--- src/rtl/dw_conv_pe.sv ---
// Depthwise-conv processing element: loads a KSIZE*KSIZE kernel, then produces one
// full-precision signed partial sum per activation window for NPIX windows per channel.
module dw_conv_pe #(
  parameter int DW    = 32,
  parameter int KSIZE = 3,
  parameter int NPIX  = 16,
  parameter int OW    = 68
) (
  input  logic          clk,
  input  logic          rst_n,
  input  logic          start,
  input  logic          clear,
  input  logic [DW-1:0] dw_out,
  input  logic          dw_comp,
  output logic          dw_ready,
  input  logic [DW-1:0] act_in,
  input  logic          act_valid,
  output logic          act_ready,
  output logic [OW-1:0] psum_out,
  output logic          out_valid,
  input  logic          out_ready,
  output logic          ch_done
);

  localparam int KK = KSIZE * KSIZE;
  localparam int TW = (KK > 1) ? $clog2(KK) : 1;
  localparam int PW = (NPIX > 1) ? $clog2(NPIX) : 1;

  typedef enum logic [1:0] {IDLE, LOAD, RUN, OUT} state_t;

  state_t state, next_state;

  logic [TW-1:0]        tap_idx;
  logic [PW-1:0]        pix_cnt;
  logic signed [OW-1:0] acc;
  logic [DW-1:0]        w_reg [KK];

  logic                   w_xfer, a_xfer, o_xfer;
  logic                   last_tap, last_pix;
  logic signed [2*DW-1:0] prod;
  logic signed [OW-1:0]   prod_ext, sum;

  assign dw_ready  = (state == LOAD);
  assign act_ready = (state == RUN);

  assign w_xfer   = dw_ready & dw_comp;
  assign a_xfer   = act_ready & act_valid;
  assign o_xfer   = (state == OUT) & out_ready;
  assign last_tap = (tap_idx == TW'(KK - 1));
  assign last_pix = (pix_cnt == PW'(NPIX - 1));

  // Both operands are sign-extended before the multiply so the product is exact.
  assign prod     = (2*DW)'($signed(w_reg[tap_idx])) * (2*DW)'($signed(act_in));
  assign prod_ext = OW'(prod);
  assign sum      = ((tap_idx == '0) ? {OW{1'b0}} : acc) + prod_ext;

  always_ff @(posedge clk or negedge rst_n) begin
    if (!rst_n) state <= IDLE;
    else        state <= next_state;
  end

  always_comb begin
    next_state = state;
    case (state)
      IDLE:    if (start) next_state = LOAD;
      LOAD:    if (w_xfer && last_tap) next_state = RUN;
      RUN:     if (a_xfer && last_tap) next_state = OUT;
      OUT:     if (o_xfer) next_state = last_pix ? LOAD : RUN;
      default: next_state = IDLE;
    endcase
    if (clear) next_state = IDLE;
  end

  // psum_out is deliberately left alone by clear; only out_valid qualifies it.
  always_ff @(posedge clk or negedge rst_n) begin
    if (!rst_n) begin
      tap_idx   <= '0;
      pix_cnt   <= '0;
      acc       <= '0;
      psum_out  <= '0;
      out_valid <= 1'b0;
      ch_done   <= 1'b0;
      for (int i = 0; i < KK; i++) w_reg[i] <= '0;
    end else begin
      ch_done <= 1'b0;
      if (clear) begin
        tap_idx   <= '0;
        pix_cnt   <= '0;
        acc       <= '0;
        out_valid <= 1'b0;
      end else begin
        case (state)
          IDLE: begin
            if (start) begin
              tap_idx <= '0;
              pix_cnt <= '0;
            end
          end
          LOAD: begin
            if (w_xfer) begin
              w_reg[tap_idx] <= dw_out;
              tap_idx        <= last_tap ? '0 : tap_idx + TW'(1);
            end
          end
          RUN: begin
            if (a_xfer) begin
              acc     <= sum;
              tap_idx <= last_tap ? '0 : tap_idx + TW'(1);
              if (last_tap) begin
                psum_out  <= sum;
                out_valid <= 1'b1;
              end
            end
          end
          OUT: begin
            if (o_xfer) begin
              out_valid <= 1'b0;
              if (last_pix) begin
                ch_done <= 1'b1;
                pix_cnt <= '0;
                tap_idx <= '0;
              end else begin
                pix_cnt <= pix_cnt + PW'(1);
              end
            end
          end
          default: ;
        endcase
      end
    end
  end

endmodule
--- config.mk ---
export PLATFORM = sky130hd
export DESIGN_NAME = dw_conv_pe
export DESIGN_NICKNAME = d
export VERILOG_FILES = /design/src/rtl/dw_conv_pe.sv
export SDC_FILE = /design/constraint.sdc
export NUM_CORES = 2
export LEC_CHECK = 0
export ABC_AREA = 1
export BUFFER_PORTS_ARGS = -buffer_cell sky130_fd_sc_hd__clkbuf_2
export CAP_MARGIN = 5
export CORE_MARGIN = 2
export CORE_UTILIZATION = 40
export CTS_CLUSTER_DIAMETER = 100
export DETAILED_ROUTE_END_ITERATION = 12
export PLACE_DENSITY_LB_ADDON = 0.1
export REMOVE_ABC_BUFFERS = 1
export SETUP_SLACK_MARGIN = 0.3
export SLEW_MARGIN = 20
export SYNTH_ARGS = -nofsm -noshare
export SYNTH_HDL_FRONTEND = slang
export SYNTH_SLANG_ARGS = --single-unit
--- constraint.sdc ---
create_clock -name clk -period 16 [get_ports clk]
set_input_delay 3.2 -clock clk [delete_from_list [all_inputs] [get_ports clk]]
set_output_delay 3.2 -clock clk [all_outputs]
set_load 0.005 [all_outputs]
# Word-level counts from Yosys, hierarchy flattened
# Index checks and enable logic that the tools add are counted.
word_totals:
  register_bits: 436
  inputBits: 71
  out_inout_bits: 72
  word_cells: 94
op_classes:
  n_eq_ne: 13
  magnitude_cmp: 2
  mux: 38
  mul: 1
  add_sub_neg: 3
  bitwise_logic: 5
  n_reduce_logical: 16
op_table:
  columns: ["operator", "count"]
  rows:
  - ["288-bit bitwise mux", 1]
  - ["68-bit two-way mux", 4]
  - ["32-bit binary-select mux with 4-bit select", 1]
  - ["32-bit demux with 4-bit select", 1]
  - ["32-bit two-way mux", 3]
  - ["68-bit adder", 1]
  - ["32-bit by 32-bit multiplier with 64-bit output", 1]
  - ["4-bit two-way mux", 10]
  - ["4-bit one-hot mux with 4 select lines", 1]
  - ["3-bit by 2-bit != test with 1-bit output, second input constant", 5]
  - ["2-bit two-way mux", 6]
  - ["4-bit AND reduction", 3]
  - ["3-bit != test, second input constant", 3]
  - ["4-bit by 1-bit adder with 4-bit output, second input constant", 2]
  - ["4-bit equality test, second input constant", 2]
  - ["1-bit two-way mux", 8]
  - ["2-bit one-hot mux with 4 select lines", 1]
  - ["4-bit one-hot mux with 2 select lines", 1]
  - ["3-bit AND reduction", 2]
  - ["3-bit nonzero test", 2]
  - ["5-bit greater-or-equal comparator, second input constant", 1]
  - ["5-bit by 1-bit < comparator with 1-bit output, second input constant", 1]
  - ["4-bit NOT with 5-bit output", 1]
  - ["5-bit AND reduction", 1]
  - ["10 further kinds", 16]

# Longest topological paths before layout
logic_depth:
  ltp_word: 9
  mapped_depth: 55
  depth_no_buf: 52

# Least setup slack after synthesis
# OpenSTA, ideal clock, no wires.
synth_path:
  path_type: "input to register"
  start: "in act_in[3]"
  end: "reg acc[67]"
  path_slack_ns: 4.450
  t_required_ns: 15.882
  setup_time_ns: 0.118
  t_arrival_ns: 11.432
  path_stages: 38
  cell_sequence: "clkbuf_1 > inv_1 > nor2_1 > fa_1 > fa_1 > fa_1 > inv_1 > fa_1 > inv_1 > fa_1 > fa_1 > inv_1 > fa_1 > inv_1 > fa_1 > ha_1 > nand2_1 > nor2_1 > [... 2 more ...] > nand2_1 > or2_2 > nand4_1 > nand2_1 > ha_1 > nand2_1 > nor2_1 > nand2_1 > nor2_1 > nand2_1 > nor2_1 > nand2_1 > nand3_1 > nand2_1 > nand2_1 > nand2_1 > nand3_1 > nand2_1"
synth_via:
  elab_chain_len: 5
synth_lines:
  columns: ["element", "line", "rtl"]
  rows:
  - ["start: declaration", "16", "input logic [DW-1:0] act_in,"]
  - ["32-bit by 32-bit multiplier with 64-bit output", "53", "assign prod = (2*DW)'($signed(w_reg[tap_idx])) * (2*DW)'($signed(act_in));"]
  - ["68-bit adder", "55", "assign sum = ((tap_idx == '0) ? {OW{1'b0}} : acc) + prod_ext;"]
  - ["68-bit two-way mux", "106", "if (a_xfer) begin"]
  - ["68-bit two-way mux", "92", "case (state)"]
  - ["68-bit two-way mux", "86", "if (clear) begin"]
  - ["end signal: assignment", "107", "acc <= sum;"]
  - ["end: declaration", "35", "logic signed [OW-1:0] acc;"]
# Every way passes these cells. The select of a mux whose other input is x is not followed.
# A chain may end at the register's enable or synchronous reset.

# Worst setup path after layout
layout_path:
  start: "in act_in[6]"
  end: "reg acc[66]"
# The elaborated chain is that of the path after synthesis.

==> qor.yml <==
setup_path:
  r2r_start: "tap_idx[0]"
  cp_slowest_cell: "fa_1"
  startpoint: "act_in[6]"
  crit_path_end: "acc[66]"
  r2r_cells: 37
  r2r-end: "psum_out[41]"
  rrSetupSlack_ns: 3.24
  required_ns: 16.52
  start_kind: "primary input"
  end_kind: "register"
  cp.arrival_ns: 14.18
  max_stage_delay_ns: 0.96
  worstPathMaxFanout: 26
  worstSetupPathType: "primary input to register"
clock_tree:
  postCtsResizedCells: 0
  cts_tree: "done"
  numCtsBuffers: 53
  insertion_delay_ns: 0.65
  post_cts_buffers: 0
  clk_pin_slew_ns: 0.06
  cts_buffer_depth: 3
  root_buffer: "clkbuf_16"
  postCtsHoldBufs: 0
  h-tree-depth: 2
  clock_sinks: 436
route:
  num_vias: 49400
  wl_per_cell_um: 23.2
  drtIter0Drc: 3872
  ant_nets: 0
  drc_errors: 0
  wl_um: 219000
  viasPerCell: 5.24
  dr.pass1.iters: 6
layout:
  largest_register_ffs: 288
  synthToLayoutAreaGrowth_pct: 7.49
  diodes: 0
  final_area_mm2: 0.0645
  nNetsFinal: 8785
  fill_cells: 15400
  drive_gt1_frac: 0.0581
synth:
  ys_top_cells_by_area: "fa_1, dfrtp_1, nand2_1"
  avgSynthCellArea_um2: 8.12
  synth_top_area_frac: 0.362
  synth_edf_count: 0
  async_flop_share: 1.00
  syn_area_mm2: 0.0600
  synth-seq-cells: 436
  yosysUniqueCellTypes: 51
  synth-main-ff-cell: "dfrtp_1"
  synthCells: 7384
  synth.largest_area_cell: "fa_1"
  synth_warnings: 0
  yosysSeqAreaShare: 0.182
global_routing:
  grt_pass1_wl_um: 331000
  grt_usage: 0.291
  grt.overflow.total: 0
  grt_pass1_vias: 51500
  grt_max_degree: 94
  grt_antenna_before_repair: 4
die:
  die_height_um: 391
  std_cell_rows: 142
  die-area_mm2: 0.153
  start_util: 0.401
  ios: 143
  core-area_mm2: 0.149
  die_w_um: 391
min_path:
  worstHoldPathType: "register to register"
sta:
  tns_ns: 0
  slew_headroom: 0.160
  clock_skew_ns: 0.0313
  setup_viol: 0
  min_period_over_period: 0.853
  layout_min_cycle_time_ns: 13.65
  rsz0062_at_grt: "false"
  worst_pin_slew_ns: 1.26
  finalHoldViolCount: 0
  max_freq_mhz: 73.2
  drv_slew: 0
placed_design:
  dp_hpwl_um: 174000
  port_buffers: 142
  routabilityCongestion: 0.972
  place_area_mm2: 0.0626
outcome:
  status: "complete, no violations"
flow_run:
  cap_violations: 0
==> per-layer routing <==
metal / track usage / vias up / routed length, um / share of wire
li1: - / 22300 / - / -
met1: 0.409 / 25300 / 96300 / 0.44
met2: 0.475 / 1512 / 103000 / 0.47
met3: 0.0354 / 264 / 12900 / 0.059
met4: 0.0816 / 4 / 6850 / 0.031
met5: 0 / - / 29 / 0.00013
==> per-stage QoR <==
stage                     utilization  worst slack, ns  instances  hold WS (ns)
after CTS                       0.431             2.51       9431         0.481
after global routing            0.431             1.53       9431         0.492
after floorplan                     -             3.48       7084         0.443
after detailed placement        0.419             1.88       9332         0.466
after global placement          0.419             1.74       9332         0.461
final                           0.431             2.35       9431         0.475
==> cells in the final DEF, fill, tap and decap left out, types with 15 or more instances in the layout <==
cell type  netlist  final
nand3_1        252    247
a21o_1          24     24
xnor2_1         32     32
o21ai_0        551    551
fa_1          1083   1083
buf_4           21     89
inv_1         1343   1342
o2111ai_1       33     33
dfrtp_1        436    435
ha_1           260    260
clkbuf_8         0     15
clkbuf_2         0    141
nand2_1       1511   1506
o221ai_1        32     32
clkbuf_16        0     53
xor2_1          43     43
nand2_2         15     20
o22ai_1         21     21
o21bai_1        29     29
nor3_1          28     28
a21oi_1        166    166
inv_2           36     37
a31oi_1         15     15
or2_2           24     24
o21a_1          39     39
nor2_1         990    988
nand4_1         24     24
==> how the worst min path moves through the flow <==
stage,from,end,cells after the start
2_1_floorplan,acc[67],acc[67],2
3_3_place_gp,acc[64],acc[64],2
3_5_place_dp,psum_out[40],psum_out[40],2
4_1_cts,psum_out[40],psum_out[40],2
5_1_grt,w_reg[134],w_reg[134],2
6_report,psum_out[40],psum_out[40],2
==> Yosys cell counts (39+ instances only) <==
cell	instances
nand2_1	1511
buf_2	78
o21a_1	39
a21oi_1	166
nand3_1	252
xor2_1	43
dfrtp_1	436
ha_1	260
nor2_1	990
clkbuf_1	183
inv_1	1343
fa_1	1083
o21ai_0	551
==> critical path, delay by kind of cell <==
kind | cells | cell delay, ns
adder cells (fa/ha/maj) | 10 | 5.53
buffers and inverters | 10 | 2.19
AND/OR/NAND/NOR | 17 | 3.25
==> area by class of cell <==
type	count	area, um2	share of cell area
timing repair buffer	232	1410	0.0219
inverter	1394	5240	0.0812
clock buffer	81	1580	0.0245
multi-input combinational	5254	42500	0.660
clock inverter	18	256	0.00398
sequential	436	10900	0.169
tap	2016	2520	0.0391
==> kinds of logic (layout without fill, tap and decap cells) <==
family | count (synthesis) | count (layout) | synth area share
AOI/OAI and AO/OA | 942 | 942 | 0.0883
xor gates and xnor gates | 75 | 75 | 0.0110
adders and majority gates | 1343 | 1343 | 0.416
buffers and inverters | 1694 | 1725 | 0.110
DFF | 436 | 436 | 0.182
and+or+nand+nor | 2894 | 2894 | 0.193
Power is left out: the tool's default activity adds up to more than one toggle a clock period on the data nets, which glitch-free logic cannot reach.
